**config.mk**
```make
export PLATFORM = sky130hd
export DESIGN_NAME = imem_loader_flat
export DESIGN_NICKNAME = d
export VERILOG_FILES = /design/src/rtl/imem_loader_if.sv /design/src/rtl/imem_loader.sv /design/src/flat_wrapper.sv
export SDC_FILE = /design/constraint.sdc
export NUM_CORES = 1
export LEC_CHECK = 0
export ABC_AREA = 1
export BUFFER_PORTS_ARGS = -buffer_cell sky130_fd_sc_hd__buf_4
export CAP_MARGIN = 20
export CELL_PAD_IN_SITES_DETAIL_PLACEMENT = 1
export CELL_PAD_IN_SITES_GLOBAL_PLACEMENT = 2
export CORE_ASPECT_RATIO = 2
export CORE_MARGIN = 10
export CORE_UTILIZATION = 29
export CTS_BUF_LIST = sky130_fd_sc_hd__clkbuf_16
export CTS_CLUSTER_DIAMETER = 80
export DETAILED_ROUTE_END_ITERATION = 7
export GPL_ROUTABILITY_DRIVEN = 0
export GPL_TIMING_DRIVEN = 0
export HOLD_SLACK_MARGIN = 0.06
export PLACE_DENSITY = 0.8
export SYNTH_ARGS = -nofsm -noshare
export SYNTH_HDL_FRONTEND = slang
export SYNTH_SLANG_ARGS = --single-unit
export TNS_END_PERCENT = 100
```
**constraint.sdc**
```tcl
create_clock -name i_clk -period 2.1 [get_ports i_clk]
set_clock_uncertainty 0.2 [all_clocks]
set_input_delay 0.105 -clock i_clk [delete_from_list [all_inputs] [get_ports i_clk]]
set_output_delay 0.105 -clock i_clk [all_outputs]
set_load 0.01 [all_outputs]
```
**src/rtl/imem_loader_if.sv**
```systemverilog
// Boot-loader bus between the byte source / supervisor and imem_loader.
// Groups the byte-stream handshake, the instruction-memory write port and
// the load status outputs.
//   i_start, i_byte_valid, i_byte : load request and byte stream into the loader
//   o_byte_ready                  : loader accepts a byte this cycle
//   o_wr_en/o_wr_addr/o_wr_data   : one-cycle word write into instruction memory
//   o_busy/o_done/o_err/o_cpu_rst : load status and CPU reset request
//   o_checksum                    : XOR of all words written by the current/last load
// The slave modport is the loader itself; the master modport is its environment.
interface imem_loader_if #(
   parameter int unsigned MEM_SIZE = 1024
);
   localparam int unsigned AW = $clog2(MEM_SIZE);

   logic          i_start;
   logic          i_byte_valid;
   logic [7:0]    i_byte;
   logic          o_byte_ready;
   logic          o_wr_en;
   logic [AW-1:0] o_wr_addr;
   logic [31:0]   o_wr_data;
   logic          o_busy;
   logic          o_done;
   logic          o_err;
   logic          o_cpu_rst;
   logic [31:0]   o_checksum;

   modport slave (
      input  i_start, i_byte_valid, i_byte,
      output o_byte_ready, o_wr_en, o_wr_addr, o_wr_data,
      output o_busy, o_done, o_err, o_cpu_rst, o_checksum
   );

   modport master (
      output i_start, i_byte_valid, i_byte,
      input  o_byte_ready, o_wr_en, o_wr_addr, o_wr_data,
      input  o_busy, o_done, o_err, o_cpu_rst, o_checksum
   );
endinterface

```
**src/rtl/imem_loader.sv**
```systemverilog
// Boot-time instruction memory loader.
// Takes a little-endian byte stream made of a 32-bit word count N followed by
// N 32-bit words, and writes the words to instruction memory from word 0 up.
// The CPU is held in reset until a complete, well-formed image has landed.
//   i_clk  : clock, rising edge
//   i_rst  : synchronous active-high reset
//   bus_io : slave side of imem_loader_if (stream in, memory write port and
//            status out); all outputs come straight from flops
module imem_loader #(
   parameter int unsigned MEM_SIZE = 1024
) (
   input logic           i_clk,
   input logic           i_rst,
   imem_loader_if.slave  bus_io
);

   localparam int unsigned AW = $clog2(MEM_SIZE);

   typedef enum logic [2:0] {
      StIdle,
      StHdr,
      StCheck,
      StData,
      StWrite,
      StDone,
      StErr
   } state_e;

   state_e        state_q, state_d;
   logic [1:0]    byte_cnt_q, byte_cnt_d;
   logic [31:0]   len_q, len_d;
   logic [31:0]   word_q, word_d;
   // One extra bit so that N == MEM_SIZE can count to completion without wrapping.
   logic [AW:0]   word_cnt_q, word_cnt_d;
   logic [31:0]   checksum_q, checksum_d;
   logic          wr_en_q, wr_en_d;
   logic [AW-1:0] wr_addr_q, wr_addr_d;
   logic [31:0]   wr_data_q, wr_data_d;
   logic          ready_q, ready_d;
   logic          busy_q, busy_d;
   logic          done_q, done_d;
   logic          err_q, err_d;
   logic          cpu_rst_q, cpu_rst_d;

   logic          accept;
   logic [31:0]   word_shift;
   logic [31:0]   len_shift;

   // ready_q is registered from state_d, so it always matches state_q.
   assign accept     = bus_io.i_byte_valid & ready_q;
   assign word_shift = {bus_io.i_byte, word_q[31:8]};
   assign len_shift  = {bus_io.i_byte, len_q[31:8]};

   always_comb begin
      state_d    = state_q;
      byte_cnt_d = byte_cnt_q;
      len_d      = len_q;
      word_d     = word_q;
      word_cnt_d = word_cnt_q;
      checksum_d = checksum_q;
      wr_en_d    = 1'b0;
      wr_addr_d  = wr_addr_q;
      wr_data_d  = wr_data_q;

      unique case (state_q)
         StIdle, StDone, StErr: begin
            if (bus_io.i_start) begin
               state_d    = StHdr;
               byte_cnt_d = 2'd0;
               word_cnt_d = '0;
               checksum_d = 32'd0;
            end
         end
         StHdr: begin
            if (accept) begin
               len_d      = len_shift;
               byte_cnt_d = byte_cnt_q + 2'd1;
               if (byte_cnt_q == 2'd3) begin
                  state_d = StCheck;
               end
            end
         end
         StCheck: begin
            if (len_q == 32'd0) begin
               state_d = StDone;
            end else if (len_q > 32'(MEM_SIZE)) begin
               state_d = StErr;
            end else begin
               state_d = StData;
            end
         end
         StData: begin
            if (accept) begin
               word_d     = word_shift;
               byte_cnt_d = byte_cnt_q + 2'd1;
               if (byte_cnt_q == 2'd3) begin
                  // Latch the write port now so it is registered in the WRITE cycle.
                  state_d   = StWrite;
                  wr_en_d   = 1'b1;
                  wr_addr_d = word_cnt_q[AW-1:0];
                  wr_data_d = word_shift;
               end
            end
         end
         StWrite: begin
            checksum_d = checksum_q ^ wr_data_q;
            word_cnt_d = word_cnt_q + 1'b1;
            if (32'(word_cnt_q) + 32'd1 == len_q) begin
               state_d = StDone;
            end else begin
               state_d = StData;
            end
         end
         default: begin
            state_d = StIdle;
         end
      endcase

      ready_d   = (state_d == StHdr) || (state_d == StData);
      busy_d    = (state_d == StHdr) || (state_d == StCheck) ||
                  (state_d == StData) || (state_d == StWrite);
      done_d    = (state_d == StDone);
      err_d     = (state_d == StErr);
      cpu_rst_d = (state_d != StDone);
   end

   always_ff @(posedge i_clk) begin
      if (i_rst) begin
         state_q    <= StIdle;
         byte_cnt_q <= 2'd0;
         len_q      <= 32'd0;
         word_q     <= 32'd0;
         word_cnt_q <= '0;
         checksum_q <= 32'd0;
         wr_en_q    <= 1'b0;
         wr_addr_q  <= '0;
         wr_data_q  <= 32'd0;
         ready_q    <= 1'b0;
         busy_q     <= 1'b0;
         done_q     <= 1'b0;
         err_q      <= 1'b0;
         cpu_rst_q  <= 1'b1;
      end else begin
         state_q    <= state_d;
         byte_cnt_q <= byte_cnt_d;
         len_q      <= len_d;
         word_q     <= word_d;
         word_cnt_q <= word_cnt_d;
         checksum_q <= checksum_d;
         wr_en_q    <= wr_en_d;
         wr_addr_q  <= wr_addr_d;
         wr_data_q  <= wr_data_d;
         ready_q    <= ready_d;
         busy_q     <= busy_d;
         done_q     <= done_d;
         err_q      <= err_d;
         cpu_rst_q  <= cpu_rst_d;
      end
   end

   assign bus_io.o_byte_ready = ready_q;
   assign bus_io.o_wr_en      = wr_en_q;
   assign bus_io.o_wr_addr    = wr_addr_q;
   assign bus_io.o_wr_data    = wr_data_q;
   assign bus_io.o_busy       = busy_q;
   assign bus_io.o_done       = done_q;
   assign bus_io.o_err        = err_q;
   assign bus_io.o_cpu_rst    = cpu_rst_q;
   assign bus_io.o_checksum   = checksum_q;

endmodule
```
**src/flat_wrapper.sv**
```systemverilog
// flat-port wrapper written by rule: the top's interface ports become plain ports
module imem_loader_flat 
#(
   parameter int unsigned MEM_SIZE = 1024
)
  (i_clk, i_rst, bus_io_i_start, bus_io_i_byte_valid, bus_io_i_byte, bus_io_o_byte_ready, bus_io_o_wr_en, bus_io_o_wr_addr, bus_io_o_wr_data, bus_io_o_busy, bus_io_o_done, bus_io_o_err, bus_io_o_cpu_rst, bus_io_o_checksum);
  imem_loader_if #(.MEM_SIZE(MEM_SIZE)) bus_io_i ();
  input logic i_clk;
  input logic i_rst;
  input wire logic [$bits(bus_io_i.i_start)-1:0] bus_io_i_start;
  input wire logic [$bits(bus_io_i.i_byte_valid)-1:0] bus_io_i_byte_valid;
  input wire logic [$bits(bus_io_i.i_byte)-1:0] bus_io_i_byte;
  output wire logic [$bits(bus_io_i.o_byte_ready)-1:0] bus_io_o_byte_ready;
  output wire logic [$bits(bus_io_i.o_wr_en)-1:0] bus_io_o_wr_en;
  output wire logic [$bits(bus_io_i.o_wr_addr)-1:0] bus_io_o_wr_addr;
  output wire logic [$bits(bus_io_i.o_wr_data)-1:0] bus_io_o_wr_data;
  output wire logic [$bits(bus_io_i.o_busy)-1:0] bus_io_o_busy;
  output wire logic [$bits(bus_io_i.o_done)-1:0] bus_io_o_done;
  output wire logic [$bits(bus_io_i.o_err)-1:0] bus_io_o_err;
  output wire logic [$bits(bus_io_i.o_cpu_rst)-1:0] bus_io_o_cpu_rst;
  output wire logic [$bits(bus_io_i.o_checksum)-1:0] bus_io_o_checksum;
  assign bus_io_i.i_start = bus_io_i_start;
  assign bus_io_i.i_byte_valid = bus_io_i_byte_valid;
  assign bus_io_i.i_byte = bus_io_i_byte;
  assign bus_io_o_byte_ready = bus_io_i.o_byte_ready;
  assign bus_io_o_wr_en = bus_io_i.o_wr_en;
  assign bus_io_o_wr_addr = bus_io_i.o_wr_addr;
  assign bus_io_o_wr_data = bus_io_i.o_wr_data;
  assign bus_io_o_busy = bus_io_i.o_busy;
  assign bus_io_o_done = bus_io_i.o_done;
  assign bus_io_o_err = bus_io_i.o_err;
  assign bus_io_o_cpu_rst = bus_io_i.o_cpu_rst;
  assign bus_io_o_checksum = bus_io_i.o_checksum;
  imem_loader #(.MEM_SIZE(MEM_SIZE)) u_core (.i_clk(i_clk), .i_rst(i_rst), .bus_io(bus_io_i));
endmodule
```
# Word level (Yosys, flattened, before mapping)

Index checks and enable logic that the tools add are counted.

Input bits: 12
Register bits: 160
Logic and storage cells: 72
Output and inout bits: 80

Multiplexer cells: 17
Reductions and logical operators: 16
Add/sub/neg operators: 3
Equality and inequality tests: 17
Magnitude comparators: 1
Bitwise logic cells: 4

Operators by type and width:

| kind                  | number |
|---|---|
| $pmux 32 s2           | 1 |
| $eq 32x32->1          | 1 |
| $gt 32x11->1 const B  | 1 |
| $logic_not 32->1      | 1 |
| $mux 32               | 1 |
| $xor 32x32->32        | 1 |
| $mux 3                | 8 |
| $pmux 11 s2           | 1 |
| $eq 3x3->1 const B    | 6 |
| $pmux 3 s5            | 1 |
| $add 11x1->12 const B | 1 |
| $eq 3x2->1 const B    | 4 |
| $add 11x1->11 const B | 1 |
| $mux 11               | 1 |
| $eq 3x1->1 const B    | 2 |
| $reduce_and 2->1      | 3 |
| $reduce_and 3->1      | 2 |
| $reduce_or 3->1       | 2 |
| $logic_or 1x1->1      | 4 |
| $mux 2                | 2 |
| $pmux 2 s2            | 1 |
| $reduce_bool 2->1     | 2 |
| $logic_not 3->1       | 1 |
| $ne 3x3->1 const B    | 1 |
| 8 further kinds       | 9 |

# Depth between registers and ports, before layout

Depth in word-level cells: 8
Gate-level depth with buffers: 15
Depth with buffers taken out: 15

# Worst setup path before layout

OpenSTA, ideal clock, no wires.

Kind: flip-flop to flip-flop
Start point: reg u_core.word_cnt_q[1]
End point: reg u_core.cpu_rst_q (netlist: u_core.bus_io.o_cpu_rst)
Required time: 1.787 ns
Arrival time: 1.706 ns
Period minus slack after synthesis: 2.019 ns
Library setup time: 0.113 ns
Path buffers: 0
Stages on the path, launching flop included: 15
Path slack: 0.081 ns
Cell sequence: dfxtp_1 ha_1 nand2_4 o21ai_1 nand2_1 nand2_1 nand2_1 clkinv_1 nand3_1 nor2_2 nand3_1 nand2_2 nand2_2 nor3_4 inv_2

Longest elaborated chain between the ends: 5

Ends and longest elaborated chain:

| item                   | RTL line           | source |
|---|---|---|
| start, declared        | imem_loader.sv:34  | `logic [AW:0] word_cnt_q, word_cnt_d;` |
| start signal, assigned | imem_loader.sv:148 | `word_cnt_q <= word_cnt_d;` |
| $add 11x1->12          | imem_loader.sv:108 | `if (32'(word_cnt_q) + 32'd1 == len_q) begin` |
| $eq 32x32->1           | imem_loader.sv:108 |  |
| $mux 3                 | imem_loader.sv:108 |  |
| $pmux 3 s5             | imem_loader.sv:65  | `unique case (state_q)` |
| $ne 3x3->1             | imem_loader.sv:124 | `cpu_rst_d = (state_d != StDone);` |
| end signal, assigned   | imem_loader.sv:157 | `cpu_rst_q <= cpu_rst_d;` |
| end, declared          | imem_loader.sv:43  | `logic cpu_rst_q, cpu_rst_d;` |

Every way passes these cells.
A chain may end at the register's enable or synchronous reset.

# Worst setup path after layout

Start point: reg u_core.word_cnt_q[0]
End point: reg u_core.cpu_rst_q (netlist: u_core.bus_io.o_cpu_rst)

The elaborated chain is that of the path after synthesis.

==> qor.txt <==
Required @ worst endpoint - 2.23 ns
final wirelength - 24200 µm
I/O Pins - 92
Area contributors post-synth - dfxtp_1 49%, nand2_1 8.8%, o21ai_0 8.2%
first-pass GRT wire length - 36200 µm
Initial Util - 29.2%
CTS clock-pin slew for the worst setup and hold paths - 0.07 ns
Peak VDD IR - 452 µV
clock share of power - 48.0%
row count - 76
WP data arrival - 2.36 ns
Setup crit end kind - flip-flop
cells along the critical path - ha_4 > nand2_8 > nor2_4 > nand4_1 > nand2_2 > inv_2 > nand2_1 > nand2_2 > nor2_4 > nand4_1 > nand2_2 > inv_4 > nor3_4 > inv_2
largest net degree at the start of global routing - 20
Compound-Gate Fraction of Synth Area - 19.8%
share of layout cells above drive strength 1 - 23.5%
final hold vios - 0
most frequent cell after synthesis - dfxtp_1
clk root buf - clkbuf_16
final-stage net count - 1005
Synth Flop Type - dfxtp_1
sw power - 1.62 mW
wire length per cell - 19.0 µm
width of the die - 124 µm
Synth warnings - 0
FF+latch count, synth - 152
Cell Pwr Density - 751 mW/mm²
RSZ-0062 raised after global routing - yes
Synth Area in XOR/XNOR - 0.140%
Internal Power - 4.66 mW
violated checks - negative setup slack
number of synthesized flops with an enable pin - 0
DRT Pass-1 Iters - 4
Post-Syn Area per Cell - 7.35 µm²
maximum root-to-sink buffer count - 2
met2 Usage GRT - 35.1%
fmax - 449 MHz
FFs w/ async S/R, synth - 0%
CP most frequent cell - nand2_2
hpwl dp - 18100 µm
routed via count - 6234
Skew-Pair Late Insertion Delay - 0.44 ns
simple-gate share of the synthesized area - 21.9%
post-synth top area share - 48.7%
Distinct cells, synth - 30
DR DRC count - 0
crit-path max FO - 6
r2r setup slk - -0.13 ns
combinational fraction of design power - 5.4%
grt total ovfl - 0
die height - 228 µm
Switching Fraction - 25.8%
IO buf count - 91
Num CTS Buffers - 17
setup TNS - -0.393 ns
slowest stage delay, CP - 0.37 ns
fin crit period - 2.23 ns
GRT Total Usage - 17.2%
Mapped Nets - 865
crit share post-route - 106%
CP Class - flip-flop to flip-flop
slowest CP cell - dfxtp_4
top post-synthesis cells by count - 152 x dfxtp_1, 147 x nand2_1, 103 x o21ai_0
status - complete, but fails checks
crit path launch type - flip-flop
core area - 0.0214 mm²
Core Util, Final - 39.1%
vias in the first global route - 6420
area leader, netlist - dfxtp_1
n_diodes - 0
GR met1 Demand/Resource - 15.4%
Flop pwr share - 46.6%
H-tree depth - 4
gr busiest metal - met2
antenna violations before repair - 0
sequential area share after synthesis - 48.7%
worst slew pin tran - 0.743 ns
CTS tree - done
initial DRC count - 224
Leak - 3.38 nW
Final setup viols - 6
clock tree sinks - 152
Synth-to-Final Area Change - 33.7%
post-synthesis cell count - 851
DR vias/cell - 4.88
largest family of logic cells by synthesized area - simple AND/OR/NAND/NOR gates
die area - 0.0282 mm²
post-synthesis adder-cell area fraction - 0.400%
antenna-violating nets left - 0
max cap viols - 0
setup ws final - -0.129 ns
CP top delay family - simple AND/OR/NAND/NOR gates
Post-Synthesis Cell Area - 0.00625 mm²
slew margin rel. - 50.5%
Hold Path Class - input port to flip-flop
post-synthesis mux area share - 0%
pins over their slew limit - 0
met3 usage - 3.17%
CP Buf/Inv Count - 3
timing repair:
item,4_1_cts,5_1_grt
hold buffers,10,0
gates resized for setup,49,69
pin swaps,13,16
hold endpoints to repair,31,0
setup buffers,11,11
setup endpoints to repair,132,108
worst min-delay path: stages:
cell and delay [ns]:
buf_4 0.11, nand2_1 0.06, inv_1 0.08, nand2_2 0.13, a211oi_1 0.09, nand2_1 0.12
nor3_2 0.06
layout make-up:
class,instances,area (µm²)
clock buffer,17,425
sequential,152,3060
fill,2689,13000
inverter,106,409
multi-input combinational,549,2810
buffer,43,215
clock inverter,15,139
timing repair buffer,122,952
tap,273,342
path summary, 6_finish.rpt:
path,start,endpoint,cells after the start
hold reg to reg,u_core.bus_io.o_checksum[15],u_core.bus_io.o_checksum[15],1
hold / removal,bus_io_i_byte_valid,u_core.bus_io.o_err,7
setup / recovery,u_core.word_cnt_q[0],u_core.bus_io.o_cpu_rst,14
setup reg to reg,u_core.word_cnt_q[0],u_core.bus_io.o_cpu_rst,14
flip-flops by register name (all words and copies together), names as in the netlist, 2 cells and up:
register                  cells
u_core.byte_cnt_q             2
u_core.word_cnt_q            11
u_core.state_q                3
u_core.bus_io.o_wr_data      32
u_core.bus_io.o_wr_addr      10
u_core.word_q                24
u_core.len_q                 32
u_core.bus_io.o_checksum     32
routing by layer:
metal / up-vias / routed length, µm
li1: 3068 / -
met1: 3052 / 8150
met2: 87 / 14700
met3: 27 / 746
met4: 0 / 636
met5: - / 0
logic make-up (layout without fill, tap and decap cells):
kind of cell	after synthesis	in the layout
flip-flops	152	152
XOR/XNOR	1	1
adder cells (fa/ha/maj)	2	2
AO/OA/AOI/OAI	231	231
buffers and inverters	150	303
AND/OR/NAND/NOR	315	315
through the flow:
stage	hold slack (ns)	cell area, µm²	setup slack [ns]	cells	power (mW)
3_3_place_gp	0.125	7280	-0.523	1215	3.30
6_report	0.163	8360	-0.129	1277	6.28
5_1_grt	0.216	8360	-0.252	1277	6.50
3_5_place_dp	0.124	7280	-0.526	1215	3.30
2_1_floorplan	-0.0116	6250	0.0810	851	3.16
4_1_cts	0.196	8150	-0.110	1266	6.35
layout by cell type, fill, tap and decap left out, types with 10 or more instances in the layout:
cell type | netlist | routed
a211oi_1 | 31 | 31
a21oi_1 | 95 | 94
buf_4 | 0 | 110
clkbuf_1 | 37 | 14
clkbuf_16 | 0 | 17
clkbuf_2 | 1 | 17
dfxtp_1 | 152 | 143
dlygate4sd3_1 | 0 | 10
inv_1 | 100 | 96
nand2_1 | 147 | 137
nand2_2 | 9 | 17
nand3_1 | 47 | 41
nor2_1 | 85 | 81
nor2_4 | 0 | 10
o21ai_0 | 103 | 99
power by group through the flow:
stage / clock network (mW) / logic, mW / registers (mW)
6_report: 3.01 / 0.337 / 2.93
2_1_floorplan: 0 / 0.170 / 2.99
5_1_grt: 3.20 / 0.375 / 2.93
3_5_place_dp: 0 / 0.308 / 3.00
3_3_place_gp: 0 / 0.304 / 3.00
4_1_cts: 3.08 / 0.334 / 2.93
Power figures use the tool's default switching activity.
